==> src/rtl/pulse_catcher_pkg.sv <==
// Shared definitions for the pulse catcher: edge-select encodings and the
// helpers used to size the per-channel counters.
package pulse_catcher_pkg;

    // Per-channel edge select, two bits per channel on the mode bus.
    localparam logic [1:0] MODE_OFF  = 2'b00;
    localparam logic [1:0] MODE_RISE = 2'b01;
    localparam logic [1:0] MODE_FALL = 2'b10;
    localparam logic [1:0] MODE_BOTH = 2'b11;

    // Larger of two integers, used to size the shared repeat counter.
    function automatic int max_int(input int a, input int b);
        return (a > b) ? a : b;
    endfunction

    // Bits needed to hold the values 0..n, never less than one bit.
    function automatic int cnt_width(input int n);
        return (n < 1) ? 1 : $clog2(n + 1);
    endfunction

endpackage

==> src/rtl/pulse_catcher_channel.sv <==
// One input channel: synchronizer chain, debounce filter, edge detector and
// optional auto-repeat. Reset release is expected to be synchronous to clk.
module pulse_catcher_channel
    import pulse_catcher_pkg::*;
#(
    parameter int SYNC_STAGES     = 2,
    parameter int DEBOUNCE_CYCLES = 4,
    parameter int REPEAT_DELAY    = 0,
    parameter int REPEAT_PERIOD   = 1
) (
    input  logic       clk,
    input  logic       reset,
    input  logic       in,
    input  logic [1:0] mode,
    output logic       out,
    output logic       level
);

    localparam int DC_W = cnt_width(DEBOUNCE_CYCLES);
    localparam int RC_W = cnt_width(max_int(REPEAT_DELAY, REPEAT_PERIOD));
    localparam logic [DC_W-1:0] DC_LAST = DC_W'(DEBOUNCE_CYCLES - 1);
    localparam logic [DC_W-1:0] DC_MAX  = '1;
    localparam bit              REP_EN  = (REPEAT_DELAY > 0);
    // Counter compare values are "cycles minus one" because the counter
    // starts at zero on the edge that fires the previous pulse.
    localparam logic [RC_W-1:0] RC_FIRST = RC_W'(REP_EN ? REPEAT_DELAY - 1 : 0);
    localparam logic [RC_W-1:0] RC_NEXT  = RC_W'((REPEAT_PERIOD > 0) ? REPEAT_PERIOD - 1 : 0);
    localparam logic [RC_W-1:0] RC_MAX   = '1;

    logic [SYNC_STAGES-1:0] sync_q;
    logic [DC_W-1:0]        dc_q;
    logic [RC_W-1:0]        rc_q;
    logic                   lvl_q;
    logic                   out_q;
    logic                   armed_q;
    logic                   periodic_q;

    logic                   s;
    logic                   differ;
    logic                   flip;
    logic                   rise;
    logic                   fall;
    logic                   rise_en;
    logic                   fall_en;
    logic                   rep_hit;
    logic [RC_W-1:0]        rc_target;

    // Decode the filter state into flip/edge events and the repeat hit.
    always_comb begin
        s         = sync_q[SYNC_STAGES-1];
        differ    = (s != lvl_q);
        flip      = differ && (dc_q == DC_LAST);
        rise      = flip && !lvl_q;
        fall      = flip && lvl_q;
        rise_en   = (mode == MODE_RISE) || (mode == MODE_BOTH);
        fall_en   = (mode == MODE_FALL) || (mode == MODE_BOTH);
        rc_target = periodic_q ? RC_NEXT : RC_FIRST;
        // A flip edge always wins: no repeat on the edge where L falls.
        rep_hit   = REP_EN && armed_q && lvl_q && !flip && rise_en &&
                    (rc_q == rc_target);
    end

    // Synchronizer chain bringing the raw input into the clk domain.
    always_ff @(posedge clk or posedge reset) begin
        if (reset) begin
            sync_q <= '0;
        end else begin
            sync_q <= {sync_q[SYNC_STAGES-2:0], in};
        end
    end

    // Debounce: count consecutive disagreeing samples, flip L on the last one.
    always_ff @(posedge clk or posedge reset) begin
        if (reset) begin
            dc_q  <= '0;
            lvl_q <= 1'b0;
        end else begin
            if (!differ || flip) begin
                dc_q <= '0;
            end else if (dc_q != DC_MAX) begin
                dc_q <= dc_q + 1'b1;
            end
            if (flip) begin
                lvl_q <= !lvl_q;
            end
        end
    end

    // Auto-repeat: armed only by a rise flip seen with rise enabled, dropped
    // when L falls or rise is disabled, so re-enabling mid-hold stays quiet.
    always_ff @(posedge clk or posedge reset) begin
        if (reset) begin
            armed_q    <= 1'b0;
            periodic_q <= 1'b0;
            rc_q       <= '0;
        end else if (rise) begin
            armed_q    <= REP_EN && rise_en;
            periodic_q <= 1'b0;
            rc_q       <= '0;
        end else if (fall || !rise_en || !lvl_q) begin
            armed_q    <= 1'b0;
            periodic_q <= 1'b0;
            rc_q       <= '0;
        end else if (armed_q) begin
            if (rep_hit) begin
                periodic_q <= 1'b1;
                rc_q       <= '0;
            end else if (rc_q != RC_MAX) begin
                rc_q <= rc_q + 1'b1;
            end
        end
    end

    // Registered single-cycle pulse output.
    always_ff @(posedge clk or posedge reset) begin
        if (reset) begin
            out_q <= 1'b0;
        end else begin
            out_q <= (rise && rise_en) || (fall && fall_en) || rep_hit;
        end
    end

    assign out   = out_q;
    assign level = lvl_q;

endmodule

==> src/rtl/pulse_catcher_n.sv <==
// Multi-channel input conditioner: CHANNELS independent copies of the
// synchronize / debounce / edge-detect / auto-repeat channel.
module pulse_catcher_n
    import pulse_catcher_pkg::*;
#(
    parameter int CHANNELS        = 4,
    parameter int SYNC_STAGES     = 2,
    parameter int DEBOUNCE_CYCLES = 4,
    parameter int REPEAT_DELAY    = 0,
    parameter int REPEAT_PERIOD   = 1
) (
    input  logic                  clk,
    input  logic                  reset,
    input  logic [CHANNELS-1:0]   in,
    input  logic [2*CHANNELS-1:0] mode,
    output logic [CHANNELS-1:0]   out,
    output logic [CHANNELS-1:0]   level
);

    for (genvar i = 0; i < CHANNELS; i++) begin : g_ch
        pulse_catcher_channel #(
            .SYNC_STAGES     (SYNC_STAGES),
            .DEBOUNCE_CYCLES (DEBOUNCE_CYCLES),
            .REPEAT_DELAY    (REPEAT_DELAY),
            .REPEAT_PERIOD   (REPEAT_PERIOD)
        ) u_ch (
            .clk   (clk),
            .reset (reset),
            .in    (in[i]),
            .mode  (mode[2*i +: 2]),
            .out   (out[i]),
            .level (level[i])
        );
    end

endmodule
==> config.mk <==
export PLATFORM = sky130hd
export DESIGN_NAME = pulse_catcher_n
export DESIGN_NICKNAME = d
export VERILOG_FILES = /design/src/rtl/pulse_catcher_pkg.sv /design/src/rtl/pulse_catcher_channel.sv /design/src/rtl/pulse_catcher_n.sv
export SDC_FILE = /design/constraint.sdc
export NUM_CORES = 1
export LEC_CHECK = 0
export ABC_AREA = 1
export CORE_MARGIN = 2
export CORE_UTILIZATION = 45
export DETAILED_ROUTE_END_ITERATION = 8
export PLACE_DENSITY = 0.77
export SLEW_MARGIN = 25
export SYNTH_ARGS = -nofsm -noshare
export SYNTH_HDL_FRONTEND = slang
export SYNTH_SLANG_ARGS = --single-unit
==> constraint.sdc <==
create_clock -name clk -period 2.9 [get_ports clk]
set_input_delay 0.87 -clock clk [delete_from_list [all_inputs] [get_ports clk]]
set_output_delay 0.87 -clock clk [all_outputs]
set_load 0.05 [all_outputs]
==> results of run 1 <==
layout by cell type (no fill, tap or decap):
| master | synthesis | final |
|---|---|---|
| o21ai_0 | 4 | 4 |
| nor2_1 | 36 | 36 |
| nand3_2 | 4 | 4 |
| inv_1 | 29 | 29 |
| clkdlybuf4s50_1 | 0 | 21 |
| nand4_1 | 8 | 8 |
| nand2_1 | 24 | 24 |
| dfrtp_1 | 28 | 28 |
| clkbuf_4 | 0 | 3 |
| nand2_2 | 4 | 4 |
| ha_1 | 12 | 12 |
| bufinv_16 | 0 | 1 |
| inv_2 | 4 | 4 |
| buf_4 | 8 | 1 |
registers in the layout (all words and copies together), names as in the netlist:
signal / flops
g_ch.u_ch.sync_q: 8
g_ch.u_ch.dc_q: 12
g_ch.u_ch.out: 4
g_ch.u_ch.level: 4
per-stage QoR:
step           std cells  power (W)  worst slack [ns]
4_1_cts              212   0.001350            0.4551
2_1_floorplan        161  0.0009853             1.453
3_3_place_gp         208   0.001053            0.8624
3_5_place_dp         208   0.001097            0.8472
6_report             212   0.001333            0.4534
5_1_grt              212   0.001446            0.3897
synthesized netlist by cell type:
library cell | count | area (um^2)
nor2_1 | 36 | 135.1
inv_1 | 29 | 108.9
dfrtp_1 | 28 | 700.7
nand2_1 | 24 | 90.09
ha_1 | 12 | 150.1
buf_4 | 8 | 60.06
nand4_1 | 8 | 50.05
inv_2 | 4 | 15.01
nand2_2 | 4 | 25.02
nand3_2 | 4 | 40.04
o21ai_0 | 4 | 20.02
worst min-delay path by stage:
| stage | from | end | slack (ns) | cells after the start |
|---|---|---|---|---|
| 2_1_floorplan | g_ch[0].u_ch.sync_q[0]$_DFF_PP0_ | g_ch[0].u_ch.sync_q[1]$_DFF_PP0_ | 0.33 | 0 |
| 3_3_place_gp | g_ch[3].u_ch.sync_q[0]$_DFF_PP0_ | g_ch[3].u_ch.sync_q[1]$_DFF_PP0_ | 0.33 | 0 |
| 3_5_place_dp | g_ch[2].u_ch.sync_q[0]$_DFF_PP0_ | g_ch[2].u_ch.sync_q[1]$_DFF_PP0_ | 0.33 | 0 |
| 4_1_cts | g_ch[2].u_ch.sync_q[0]$_DFF_PP0_ | g_ch[2].u_ch.sync_q[1]$_DFF_PP0_ | 0.37 | 0 |
| 5_1_grt | g_ch[2].u_ch.sync_q[0]$_DFF_PP0_ | g_ch[2].u_ch.sync_q[1]$_DFF_PP0_ | 0.37 | 0 |
| 6_report | g_ch[2].u_ch.sync_q[0]$_DFF_PP0_ | g_ch[2].u_ch.sync_q[1]$_DFF_PP0_ | 0.37 | 0 |
cell type report:
class | count | share of cell area (%)
clock buffer | 3 | 1.368
inverter | 33 | 7.523
timing repair buffer | 22 | 13.22
multi-input combinational | 92 | 31.00
clock inverter | 1 | 1.824
tap | 33 | 2.508
sequential | 28 | 42.55
routing by layer:
layer / up-vias / GRT usage [%] / part of all wire, %
li1: 514 / - / -
met1: 468 / 15.92 / 42
met2: 16 / 25.47 / 53
met3: 4 / 2.597 / 3.1
met4: 0 / 4.762 / 1.6
met5: - / 0 / 0
report_power, final:
group	internal (W)	switching, W
clock network	0.000140	0.000116
registers	0.000489	0.0000710
logic	0.000197	0.000320
total	0.000826	0.000507
logic make-up (layout without fill, tap and decap cells):
logic type | after synthesis | count (layout) | share of synthesized area [%]
flip-flops | 28 | 28 | 50.22
AO/OA/AOI/OAI | 4 | 4 | 1.435
buffers and inverters | 41 | 59 | 13.18
AND/OR/NAND/NOR | 76 | 76 | 24.39
adder cells (fa/ha/maj) | 12 | 12 | 10.76
==> results.py, run 1 <==
metrics = {
    "setup_path": {
        "cp-startpoint": "g_ch[0].u_ch.level$_DFFE_PP0N_",
        "cp.arrival_ns": 1.58,
        "crit_path_end_kind": "primary output",
        "critPathBufInv": 1,
        "reg2reg_slack_ns": 1.62,
        "path_class": "flip-flop to primary output",
        "crit_path_max_incr_delay_ns": 0.82,
        "reg2reg_from": "g_ch[0].u_ch.dc_q[0]$_DFFE_PP0P_",
        "ff2ff_path_depth": 6,
        "cp-endpoint": "level[0]",
        "cp.required_ns": 2.03,
        "crit_cells": 1,
        "worst_setup_path_start_kind": "flip-flop",
        "crit_family": "buffers and inverters",
        "cp_max_fo": 4,
        "cpMaxStageDelayCell": "clkdlybuf4s50_1",
        "r2r_end": "g_ch[0].u_ch.dc_q[1]$_DFFE_PP0P_",
        "worstPathCellList": "clkdlybuf4s50_1",
    },
    "outcome": {
        "outcome": "finished, final reports clean",
    },
    "sta": {
        "tns_ns": 0,
        "fin_crit_ns": 2.447,
        "drv_slew": 0,
        "fin_crit_sh_pct": 84.37,
        "fmaxAchievable_mhz": 408.7,
        "hold_ws_ns": 0.3665,
        "relSlewSlack_pct": 67.15,
        "worstMarginPinSlew_ns": 0.4912,
        "hold_viol": 0,
        "rsz0062_at_grt": "false",
        "setup_viol": 0,
        "skew_ns": 0.01613,
    },
    "final_layout": {
        "nets": 206,
        "fin_util_pct": 54.83,
        "drive_gt1_share_pct": 9.497,
        "fill_cells": 256,
        "multi_input_area_um2": 510.5,
        "antenna_cells": 0,
        "seq_area_um2": 700.7,
        "syn_to_final_growth_pct": 18.03,
        "finalInstanceArea_um2": 1647,
    },
    "synthesis": {
        "synth_area_um2": 1395,
        "syn-num-nets": 187,
        "yosys_warnings": 0,
        "syn_area_per_cell_um2": 8.665,
        "ys_seq_area_share_pct": 50.22,
        "syn_inst": 161,
        "synth_cell_types": 11,
        "synth-seq-cells": 28,
    },
    "cts": {
        "cts_buffer_depth": 2,
        "clk_pin_slew_ns": 0.16,
        "cts_tree": "done",
        "clk_latency_ns": 0.33,
        "htreeDepth": 1,
        "cts_resized": 0,
        "holdBufCountCts": 0,
        "root_buffer": "clkbuf_4",
        "clock-sinks": 28,
        "cts_buffers": 3,
        "post-cts-setup-buffers": 0,
    },
    "route": {
        "via_count": 1002,
        "drcViolationCount": 0,
        "drtAntennaViolNets": 0,
        "drt-vias-per-instance": 4.726,
        "wl_per_cell_um": 10.11,
        "dr.pass1.iters": 4,
        "drt-total-wl_mm": 2.144,
        "drtIter0Drc": 56,
    },
    "die": {
        "io_pins": 22,
        "die_area_um2": 3562,
        "start_util_pct": 46.46,
        "core_area_um2": 3003,
        "num_rows": 20,
        "fp.dieW_um": 59.68,
        "die_y_um": 59.68,
    },
    "grt": {
        "antenna_found_initial": 0,
        "overflow": 0,
        "track_usage_pct": 13.86,
        "grt_max_degree": 29,
        "grt_pass1_wl_mm": 3.788,
        "first_global_vias": 967,
    },
    "place": {
        "dpl_cell_area_um2": 1594,
        "gp_congestion": 0.7295,
        "numPortBuffers": 21,
        "place_hpwl_mm": 1.718,
    },
    "power": {
        "p_leak_nw": 0.9261,
        "powerDensity_nw_per_um2": 809.5,
        "ir_drop_mv": 0.2536,
    },
    "min_path": {
        "hold_path.class": "flip-flop to flip-flop",
    },
    "flow_run": {
        "drv_cap": 0,
    },
}
No activity file was read; power rests on OpenSTA's default activity.
==> run 2, diff against run 1 <==
==> constraint.sdc (replaced) <==
create_clock -name clk -period 2.5 [get_ports clk]
set_input_delay 0.75 -clock clk [delete_from_list [all_inputs] [get_ports clk]]
set_output_delay 0.75 -clock clk [all_outputs]
set_load 0.05 [all_outputs]
==> run 2 against run 1 <==
Effect of this change: sequential power grew 16%; register-to-register slack worse by 0.40 ns; die area unchanged; via count down 0.50%; design area unchanged; worst setup slack worse by 0.26 ns; clock skew shrank 0.0038 ns; critical path depth unchanged; global-route usage shrank 0.19 points.
==> results.py, run 2 (same netlist as run 1, synthesis figures left out) <==
metrics = {
    "outcome": {
        "outcome": "finished, final reports clean",
    },
    "setup_path": {
        "path_class": "flip-flop to primary output",
        "crit_family": "buffers and inverters",
        "cp.arrival_ns": 1.55,
        "worst_setup_path_start_kind": "flip-flop",
        "crit_path_end_kind": "primary output",
        "critPathBufInv": 1,
        "reg2reg_from": "g_ch[0].u_ch.dc_q[0]$_DFFE_PP0P_",
        "cp-startpoint": "g_ch[0].u_ch.level$_DFFE_PP0N_",
        "cp.required_ns": 1.75,
        "worstPathCellList": "clkdlybuf4s50_1",
        "cpMaxStageDelayCell": "clkdlybuf4s50_1",
        "crit_path_max_incr_delay_ns": 0.81,
        "cp_max_fo": 4,
    },
    "sta": {
        "relSlewSlack_pct": 67.15,
        "fmaxAchievable_mhz": 434.0,
        "drv_slew": 0,
        "fin_crit_sh_pct": 92.16,
        "hold_ws_ns": 0.3656,
        "worstMarginPinSlew_ns": 0.4912,
        "tns_ns": 0,
        "skew_ns": 0.01238,
        "rsz0062_at_grt": "false",
        "hold_viol": 0,
        "fin_crit_ns": 2.304,
        "setup_viol": 0,
    },
    "grt": {
        "first_global_vias": 954,
        "grt_pass1_wl_mm": 3.698,
        "overflow": 0,
        "grt_max_degree": 29,
        "track_usage_pct": 13.68,
        "antenna_found_initial": 0,
    },
    "final_layout": {
        "antenna_cells": 0,
        "fill_cells": 258,
        "mostFrequentLayoutCells": "nor2_1 (36), inv_1 (29), dfrtp_1 (28)",
        "drive_gt1_share_pct": 9.497,
        "largest_reg_flops": 12,
        "syn_to_final_growth_pct": 18.03,
        "reg_top3": "g_ch.u_ch.dc_q (12), g_ch.u_ch.sync_q (8)",
        "top_register": "g_ch.u_ch.dc_q",
        "final_common_cell": "nor2_1",
        "fin_cells": 212,
        "nets": 206,
        "finalInstanceArea_um2": 1647,
    },
    "cts": {
        "root_buffer": "clkbuf_4",
        "cts_tree": "done",
        "post-cts-setup-buffers": 0,
        "clock-sinks": 28,
        "cts_resized": 0,
        "holdBufCountCts": 0,
        "clk_latency_ns": 0.33,
        "cts_buffers": 3,
        "cts_buffer_depth": 2,
        "clk_pin_slew_ns": 0.16,
        "htreeDepth": 1,
    },
    "min_path": {
        "hp-start": "g_ch[2].u_ch.sync_q[0]$_DFF_PP0_",
        "hold_path.class": "flip-flop to flip-flop",
    },
    "die": {
        "start_util_pct": 46.46,
        "die_area_um2": 3562,
        "fp.dieW_um": 59.68,
        "io_pins": 22,
        "core_area_um2": 3003,
        "die_y_um": 59.68,
        "num_rows": 20,
    },
    "power": {
        "clkPwrFrac_pct": 19.0,
        "power.switching_w": 0.0005892,
        "powerDensity_nw_per_um2": 940.0,
        "p_total_w": 0.001548,
        "power_frac_seq_pct": 42.0,
        "combPwrFrac_pct": 39.0,
        "internal-power_w": 0.0009586,
        "swShare_pct": 38.07,
        "p_leak_nw": 0.9261,
        "ir_drop_mv": 0.3277,
    },
    "route": {
        "drt-vias-per-instance": 4.703,
        "drcViolationCount": 0,
        "drtAntennaViolNets": 0,
        "drtIter0Drc": 34,
        "dr.pass1.iters": 4,
        "wl_per_cell_um": 10.03,
        "via_count": 997,
        "drt-total-wl_mm": 2.126,
    },
    "place": {
        "dp_cells": 208,
        "numPortBuffers": 21,
        "dpl_cell_area_um2": 1594,
        "gp_congestion": 0.7295,
        "place_hpwl_mm": 1.689,
    },
    "flow_run": {
        "drv_cap": 0,
    },
}
run 2: cell counts in the layout (fill, tap and decap cells not counted):
No cell type changed its count.
run 2: area by class of cell:
cell class              count  area [um^2]  area share (%)
clock buffers               3        22.52           1.368
clock inverters             1        30.03           1.824
inverters                  33        123.9           7.523
multi-input cells          92        510.5           31.00
flip-flops and latches     28        700.7           42.55
well taps                  33        41.29           2.508
repair buffers             22        217.7           13.22
run 2: through the flow:
stage | util, % | setup slack [ns]
final | 54.83 | 0.1959
after global routing | 54.83 | 0.1161
after CTS | 54.83 | 0.1788
after detailed placement | 53.08 | 0.5748
after global placement | 53.08 | 0.5824
after floorplan | - | 1.173
run 2: final timing paths:
| kind | end | cells past startpoint | slack, ns |
|---|---|---|---|
| max in group asynchronous | g_ch[1].u_ch.dc_q[0]$_DFFE_PP0P_ | 3 | 1.48 |
| min in group asynchronous | g_ch[3].u_ch.sync_q[0]$_DFF_PP0_ | 3 | 0.75 |
| max | level[0] | 1 | 0.20 |
| min reg2reg | g_ch[2].u_ch.sync_q[1]$_DFF_PP0_ | 0 | 0.37 |
| max reg2reg | g_ch[0].u_ch.dc_q[1]$_DFFE_PP0P_ | 6 | 1.22 |
| min | g_ch[2].u_ch.sync_q[1]$_DFF_PP0_ | 0 | 0.37 |
run 2: per-layer routing:
layer | up-vias | GRT usage (%) | wire length, um
met5 | - | 0 | 0
met4 | 0 | 4.762 | 12
met3 | 2 | 2.597 | 62
met2 | 16 | 25.47 | 1125
met1 | 465 | 15.34 | 926
li1 | 514 | - | -
run 2: power by group through the flow:
stage                     Sequential, W  Clock (W)  Combinational [W]
after floorplan                0.000644          0           0.000499
after global placement         0.000650          0           0.000572
after detailed placement       0.000659          0           0.000612
after CTS                      0.000650   0.000303           0.000612
after global routing           0.000668   0.000321           0.000685
final                          0.000650   0.000294           0.000603
==> run 3, diff against run 2 <==
--- a/config.mk
+++ b/config.mk
@@ -9,8 +9,7 @@
 export CORE_MARGIN = 2
 export CORE_UTILIZATION = 45
 export DETAILED_ROUTE_END_ITERATION = 8
-export PLACE_DENSITY = 0.77
-export SLEW_MARGIN = 25
+export PLACE_DENSITY = 0.76
 export SYNTH_ARGS = -nofsm -noshare
 export SYNTH_HDL_FRONTEND = slang
 export SYNTH_SLANG_ARGS = --single-unit
==> run 3 against run 2 <==
Effect of this change: via count is 0.30% lower; highest routed layer unchanged; critical path type unchanged; routed wire length up 4.8%; core utilization fell by 0.54 points; sequential power about the same.
==> results.py, run 3 (same netlist as run 1, synthesis figures left out) <==
metrics = {
    "final_layout": {
        "reg_top3": "g_ch.u_ch.dc_q (12), g_ch.u_ch.sync_q (8)",
        "finalInstanceArea_um2": 1630,
        "top_register": "g_ch.u_ch.dc_q",
        "largest_reg_flops": 12,
        "nets": 206,
        "drive_gt1_share_pct": 9.497,
        "syn_to_final_growth_pct": 16.86,
        "antenna_cells": 0,
        "mostFrequentLayoutCells": "nor2_1 (36), inv_1 (29), dfrtp_1 (28)",
        "final_common_cell": "nor2_1",
    },
    "setup_path": {
        "cpMaxStageDelayCell": "clkdlybuf4s50_1",
        "worst_setup_path_start_kind": "flip-flop",
        "cp.required_ns": 1.75,
        "cp.arrival_ns": 1.56,
        "worstPathCellList": "clkdlybuf4s50_1",
        "crit_cells": 1,
        "ff2ff_path_depth": 6,
        "crit_family": "buffers and inverters",
        "critPathBufInv": 1,
        "path_class": "flip-flop to primary output",
        "crit_path_end_kind": "primary output",
        "crit_path_max_incr_delay_ns": 0.82,
        "cp_max_fo": 4,
    },
    "cts": {
        "cts_buffers": 3,
        "clock-sinks": 28,
        "clk_latency_ns": 0.33,
        "holdBufCountCts": 0,
        "post-cts-setup-buffers": 0,
        "cts_tree": "done",
        "cts_resized": 0,
        "cts_buffer_depth": 2,
        "clk_pin_slew_ns": 0.15,
        "htreeDepth": 1,
        "root_buffer": "clkbuf_4",
    },
    "route": {
        "route.top_layer_used": "met4",
        "drt-total-wl_mm": 2.227,
        "drtAntennaViolNets": 0,
        "drcViolationCount": 0,
        "wl_met3_um": 74,
        "drt-vias-per-instance": 4.689,
        "dr.pass1.iters": 2,
        "drtIter0Drc": 25,
        "dr_wl_met2_mm": 1.211,
        "wl_met1_um": 927,
        "wl_per_cell_um": 10.50,
        "via_count": 994,
    },
    "grt": {
        "grt_pass1_wl_mm": 3.857,
        "overflow": 0,
        "antenna_found_initial": 0,
        "first_global_vias": 995,
        "track_usage_pct": 14.61,
        "grt_max_degree": 29,
    },
    "power": {
        "p_leak_nw": 0.9191,
        "powerDensity_nw_per_um2": 906.4,
        "p_total_w": 0.001478,
        "ir_drop_mv": 0.2536,
    },
    "outcome": {
        "outcome": "finished, final reports clean",
    },
    "sta": {
        "tns_ns": 0,
        "setup_viol": 0,
        "relSlewSlack_pct": 67.14,
        "rsz0062_at_grt": "false",
        "fin_crit_ns": 2.313,
        "drv_slew": 0,
        "fin_ws_ns": 0.1872,
        "skew_ns": 0.001973,
        "worstMarginPinSlew_ns": 0.4913,
        "fmaxAchievable_mhz": 432.4,
        "hold_viol": 0,
        "fin_crit_sh_pct": 92.51,
    },
    "die": {
        "fp.dieW_um": 59.68,
        "io_pins": 22,
        "start_util_pct": 46.46,
        "core_area_um2": 3003,
        "die_y_um": 59.68,
        "die_area_um2": 3562,
        "num_rows": 20,
    },
    "place": {
        "pre_cts_ws_ns": 0.5625,
        "numPortBuffers": 21,
        "dpl_cell_area_um2": 1594,
        "place_hpwl_mm": 1.746,
        "gp_congestion": 0.6858,
    },
    "flow_run": {
        "drv_cap": 0,
    },
    "min_path": {
        "hold_depth": 0,
        "hold_path.class": "flip-flop to flip-flop",
    },
}
## run 3: changes by cell type in the layout (fill, tap and decap cells not counted)
cell | previous run | this run
bufinv_16 | 1 | 0
clkbuf_8 | 0 | 1
## run 3: metal layers
layer | GRT usage (%) | vias to the layer above
met5 | 0 | -
met4 | 5.714 | 0
met3 | 3.247 | 2
met2 | 29.04 | 12
met1 | 14.17 | 464
li1 | - | 516
## run 3: where the power goes
part           internal, W  total [W]  switching, W
sequential        0.000567   0.000652     0.0000853
clock            0.0000892   0.000220      0.000131
combinational     0.000230   0.000605      0.000375
## run 3: path summary, 6_finish.rpt
path / start / to / slack (ns)
worst max-delay path: g_ch[2].u_ch.level$_DFFE_PP0N_ / level[2] / 0.19
worst min-delay path: g_ch[3].u_ch.sync_q[0]$_DFF_PP0_ / g_ch[3].u_ch.sync_q[1]$_DFF_PP0_ / 0.37
worst max register to register: g_ch[2].u_ch.dc_q[0]$_DFFE_PP0P_ / g_ch[2].u_ch.dc_q[2]$_DFFE_PP0P_ / 1.22
worst min register to register: g_ch[3].u_ch.sync_q[0]$_DFF_PP0_ / g_ch[3].u_ch.sync_q[1]$_DFF_PP0_ / 0.37
max in group asynchronous: reset / g_ch[2].u_ch.sync_q[0]$_DFF_PP0_ / 1.47
min in group asynchronous: reset / g_ch[0].u_ch.dc_q[2]$_DFFE_PP0P_ / 0.77
## run 3: area by class of cell
| cell class | count | area, um^2 |
|---|---|---|
| clock buffers | 4 | 36.28 |
| fillers | 261 | 1373 |
| inverters | 33 | 123.9 |
| multi-input cells | 92 | 510.5 |
| flip-flops and latches | 28 | 700.7 |
| well taps | 33 | 41.29 |
| repair buffers | 22 | 217.7 |
## run 3: through the flow
stage | std cells | hold WS (ns) | utilization [%]
detailed placement | 208 | 0.3389 | 53.08
global route | 212 | 0.3782 | 54.29
global placement | 208 | 0.3346 | 53.08
CTS | 212 | 0.3723 | 54.29
floorplan | 161 | 0.3312 | -
finish | 212 | 0.3690 | 54.29
==> variant, RTL diff (config.mk and constraints of run 2) <==
`DEBOUNCE_CYCLES` is set to 4 in 2 places; all go to 8.
--- a/src/rtl/pulse_catcher_channel.sv
+++ b/src/rtl/pulse_catcher_channel.sv
@@ -5,5 +5,5 @@
 #(
     parameter int SYNC_STAGES     = 2,
-    parameter int DEBOUNCE_CYCLES = 4,
+    parameter int DEBOUNCE_CYCLES = 8,
     parameter int REPEAT_DELAY    = 0,
     parameter int REPEAT_PERIOD   = 1
--- a/src/rtl/pulse_catcher_n.sv
+++ b/src/rtl/pulse_catcher_n.sv
@@ -6,5 +6,5 @@
     parameter int CHANNELS        = 4,
     parameter int SYNC_STAGES     = 2,
-    parameter int DEBOUNCE_CYCLES = 4,
+    parameter int DEBOUNCE_CYCLES = 8,
     parameter int REPEAT_DELAY    = 0,
     parameter int REPEAT_PERIOD   = 1
Formal check against the unedited RTL: not equivalent (Yosys sat finds a counterexample within 10 cycles, from zero or initial values and one cycle with reset high).
==> variant against run 2 <==
Setup slack worse by 0.025 ns. Total power fell by 6.4%. Core utilization increased by 1.4 points. Critical path depth unchanged. Clock power increased by 4%. Fmax decreased by 1.1%. Clock skew down 0.0045 ns. Routed wire length rose by 12%. Highest routed layer unchanged. Design area increased by 4.2%. Area after synthesis is 3.5% higher. Worst hold slack worse by 0.0078 ns. Sequential cell count grew 4.
==> variant: results (changes against run 2) <==
Route
  • First-pass DRT Iterations: 4 (unchanged)
  • Routed len/inst: 10.32 um (was 10.03 um)
  • Mean number of vias per cell: 4.658 (was 4.703)
  • Starting DRC count in detailed routing: 53 (was 34)
  • # DRC: 0 (unchanged)

Logic synthesis
  • Ys Warns: 0 (unchanged)
  • Ys flop type: dfrtp_1 (unchanged)
  • Synthesized Nets: 183 (was 187)
  • Mux contribution to synthesized area: 0% (unchanged)
  • Post-Synth Adder-Cell Area: 3.466% (was 10.76%)
  • Commonest cells post-synth: nand2_1, dfrtp_1, nor2_1 (was nor2_1, inv_1, dfrtp_1)
  • Post-synthesis xor/xnor area fraction: 0.6066% (was 0%)
  • Number of library cell types mapped by synthesis: 17 (was 11)
  • Ranking of synthesized cells by area: dfrtp_1, nand2_1, nor2_1, inv_1, nand3_1 (was dfrtp_1, ha_1, nor2_1, inv_1, nand2_1)
  • Register area share after synthesis: 55.46% (was 50.22%)
  • Post-synthesis compound-gate area fraction: 6.412% (was 1.435%)
  • Post-synth ARST share: 100.0% (unchanged)

Worst setup path
  • Slowest CP cell: clkdlybuf4s50_1 (unchanged)
  • Slowest Stage Delay on Critical Path: 0.83 ns (was 0.81 ns)
  • Worst path arrival time: 1.58 ns (was 1.55 ns)
  • Cell family with most CP delay: buffers and inverters (unchanged)
  • Critical-path maximum fanout: 5 (was 4)

Global routing
  • Number of global-route vias before repair: 1,020 (was 954)
  • First-pass GRT wire length: 4.077 mm (was 3.698 mm)
  • Initial antenna violation count: 0 (unchanged)
  • Largest net degree at the start of global routing: 33 (was 29)
  • All-Layer GR Usage: 15.31% (was 13.68%)

CTS
  • CTS clk-pin slew, worst paths: 0.10 ns (was 0.16 ns)
  • Max Buffers Root-to-Sink: 2 (unchanged)
  • Post-CTS sizing: 0 (unchanged)
  • Clock Latency Late Sink: 0.33 ns (about the same)
  • Num CTS Buffers: 5 (was 3)
  • Setup Fix Bufs, Post-CTS: 0 (unchanged)
  • Clk root buf: clkbuf_4 (unchanged)
  • H-tree depth: 2 (was 1)

Power
  • Max IR drop VDD: 0.3494 mV (was 0.3277 mV)
  • Leakage: 0.8410 nW (was 0.9261 nW)
  • Sw frac: 35.85% (was 38.07%)

Placed design
  • Hpwl dp: 1.797 mm (was 1.689 mm)
  • IO buf count: 21 (unchanged)
  • Area of placed instances: 1657 sq um (was 1594 sq um)
  • Routability Congestion: 0.7777 (was 0.7295)

STA
  • Slew margin rel.: 66.92% (was 67.15%)
  • Clock skew: 0.007925 ns (was 0.01238 ns)

Worst hold path
  • Min-Delay Path Class: register to register (unchanged)

Finish
  • Biggest regs: g_ch.u_ch.dc_q (16), g_ch.u_ch.sync_q (8) (was g_ch.u_ch.dc_q (12), g_ch.u_ch.sync_q (8))
  • Nets: 204 (was 206)
  • Fraction of layout cells with a size suffix above 1: 8.021% (was 9.497%)
  • Antenna cells: 0 (unchanged)

Status
  • Status: finished, final reports clean (unchanged)
-- variant: cell types whose count changed in the layout (fill, tap and decap cells not counted), sizes merged, moves of 4 or more --
cell	delta
nor2	-13
nand3	+9
nand2	+12
a21oi	+12
nand4	-8
inv	-12
dfrtp	+4
ha	-8
clkbuf	+5
-- variant: power by group through the flow --
| stage | registers (mW) | logic, mW | clock network, mW |
|---|---|---|---|
| 2_1_floorplan | 0.697 | 0.355 | 0 |
| 3_3_place_gp | 0.707 | 0.415 | 0 |
| 3_5_place_dp | 0.717 | 0.441 | 0 |
| 4_1_cts | 0.707 | 0.441 | 0.319 |
| 5_1_grt | 0.725 | 0.496 | 0.343 |
| 6_report | 0.707 | 0.434 | 0.307 |
-- variant: path summary, 6_finish.rpt --
path	from	end	slack (ns)	cells past startpoint
min in group asynchronous	reset	g_ch[0].u_ch.dc_q[3]	0.78	3
worst min-delay path	g_ch[0].u_ch.sync_q[0]	g_ch[0].u_ch.sync_q[1]	0.36	0
worst min register to register	g_ch[0].u_ch.sync_q[0]	g_ch[0].u_ch.sync_q[1]	0.36	0
worst max register to register	g_ch[1].u_ch.dc_q[0]	g_ch[1].u_ch.dc_q[1]	1.27	6
worst max-delay path	g_ch[1].u_ch.level	level[1]	0.17	1
max in group asynchronous	reset	g_ch[1].u_ch.sync_q[0]	1.42	3
-- variant: kinds of logic after synthesis --
family	Yosys count
and+or+nand+nor	82
DFF	32
buffers and inverters	29
AOI/OAI and AO/OA	17
adders and majority gates	4
xor gates and xnor gates	1
-- variant: layer usage --
metal / vias up / part of all wire (%) / track usage, %
met5: - / 0 / 0
met4: 0 / 1.7 / 6.832
met1: 496 / 43 / 17.58
met3: 7 / 5.8 / 6.823
li1: 550 / - / -
met2: 23 / 49 / 24.73
-- variant: worst reg2reg max path: stages, from the launching register on --
cell and delay [ns]:
dfrtp_1 0.40, ha_1 0.23, nand2_2 0.10, inv_1 0.08, nand2_2 0.09, nand2_1 0.09, nor3_1 0.15
-- variant: per-stage QoR --
stage | cells | utilization, % | hold slack (ns) | setup WS [ns] | total power [mW]
after floorplan | 165 | - | 0.3312 | 1.059 | 1.053
after global placement | 223 | 54.26 | 0.3340 | 0.5519 | 1.122
after detailed placement | 223 | 54.26 | 0.3395 | 0.5327 | 1.158
after CTS | 231 | 56.19 | 0.3634 | 0.1539 | 1.468
after global routing | 231 | 56.19 | 0.3672 | 0.09590 | 1.563
final | 231 | 56.19 | 0.3578 | 0.1706 | 1.448
-- variant: layout make-up --
| cell class | instances | area (sq um) |
|---|---|---|
| Clock buffer | 8 | 58.81 |
| Timing Repair Buffer | 22 | 217.7 |
| Sequential cell | 32 | 800.8 |
| Multi-Input combinational cell | 104 | 504.2 |
| Fill cell | 288 | 1338 |
| Tap cell | 44 | 55.05 |
| Inverter | 21 | 78.83 |
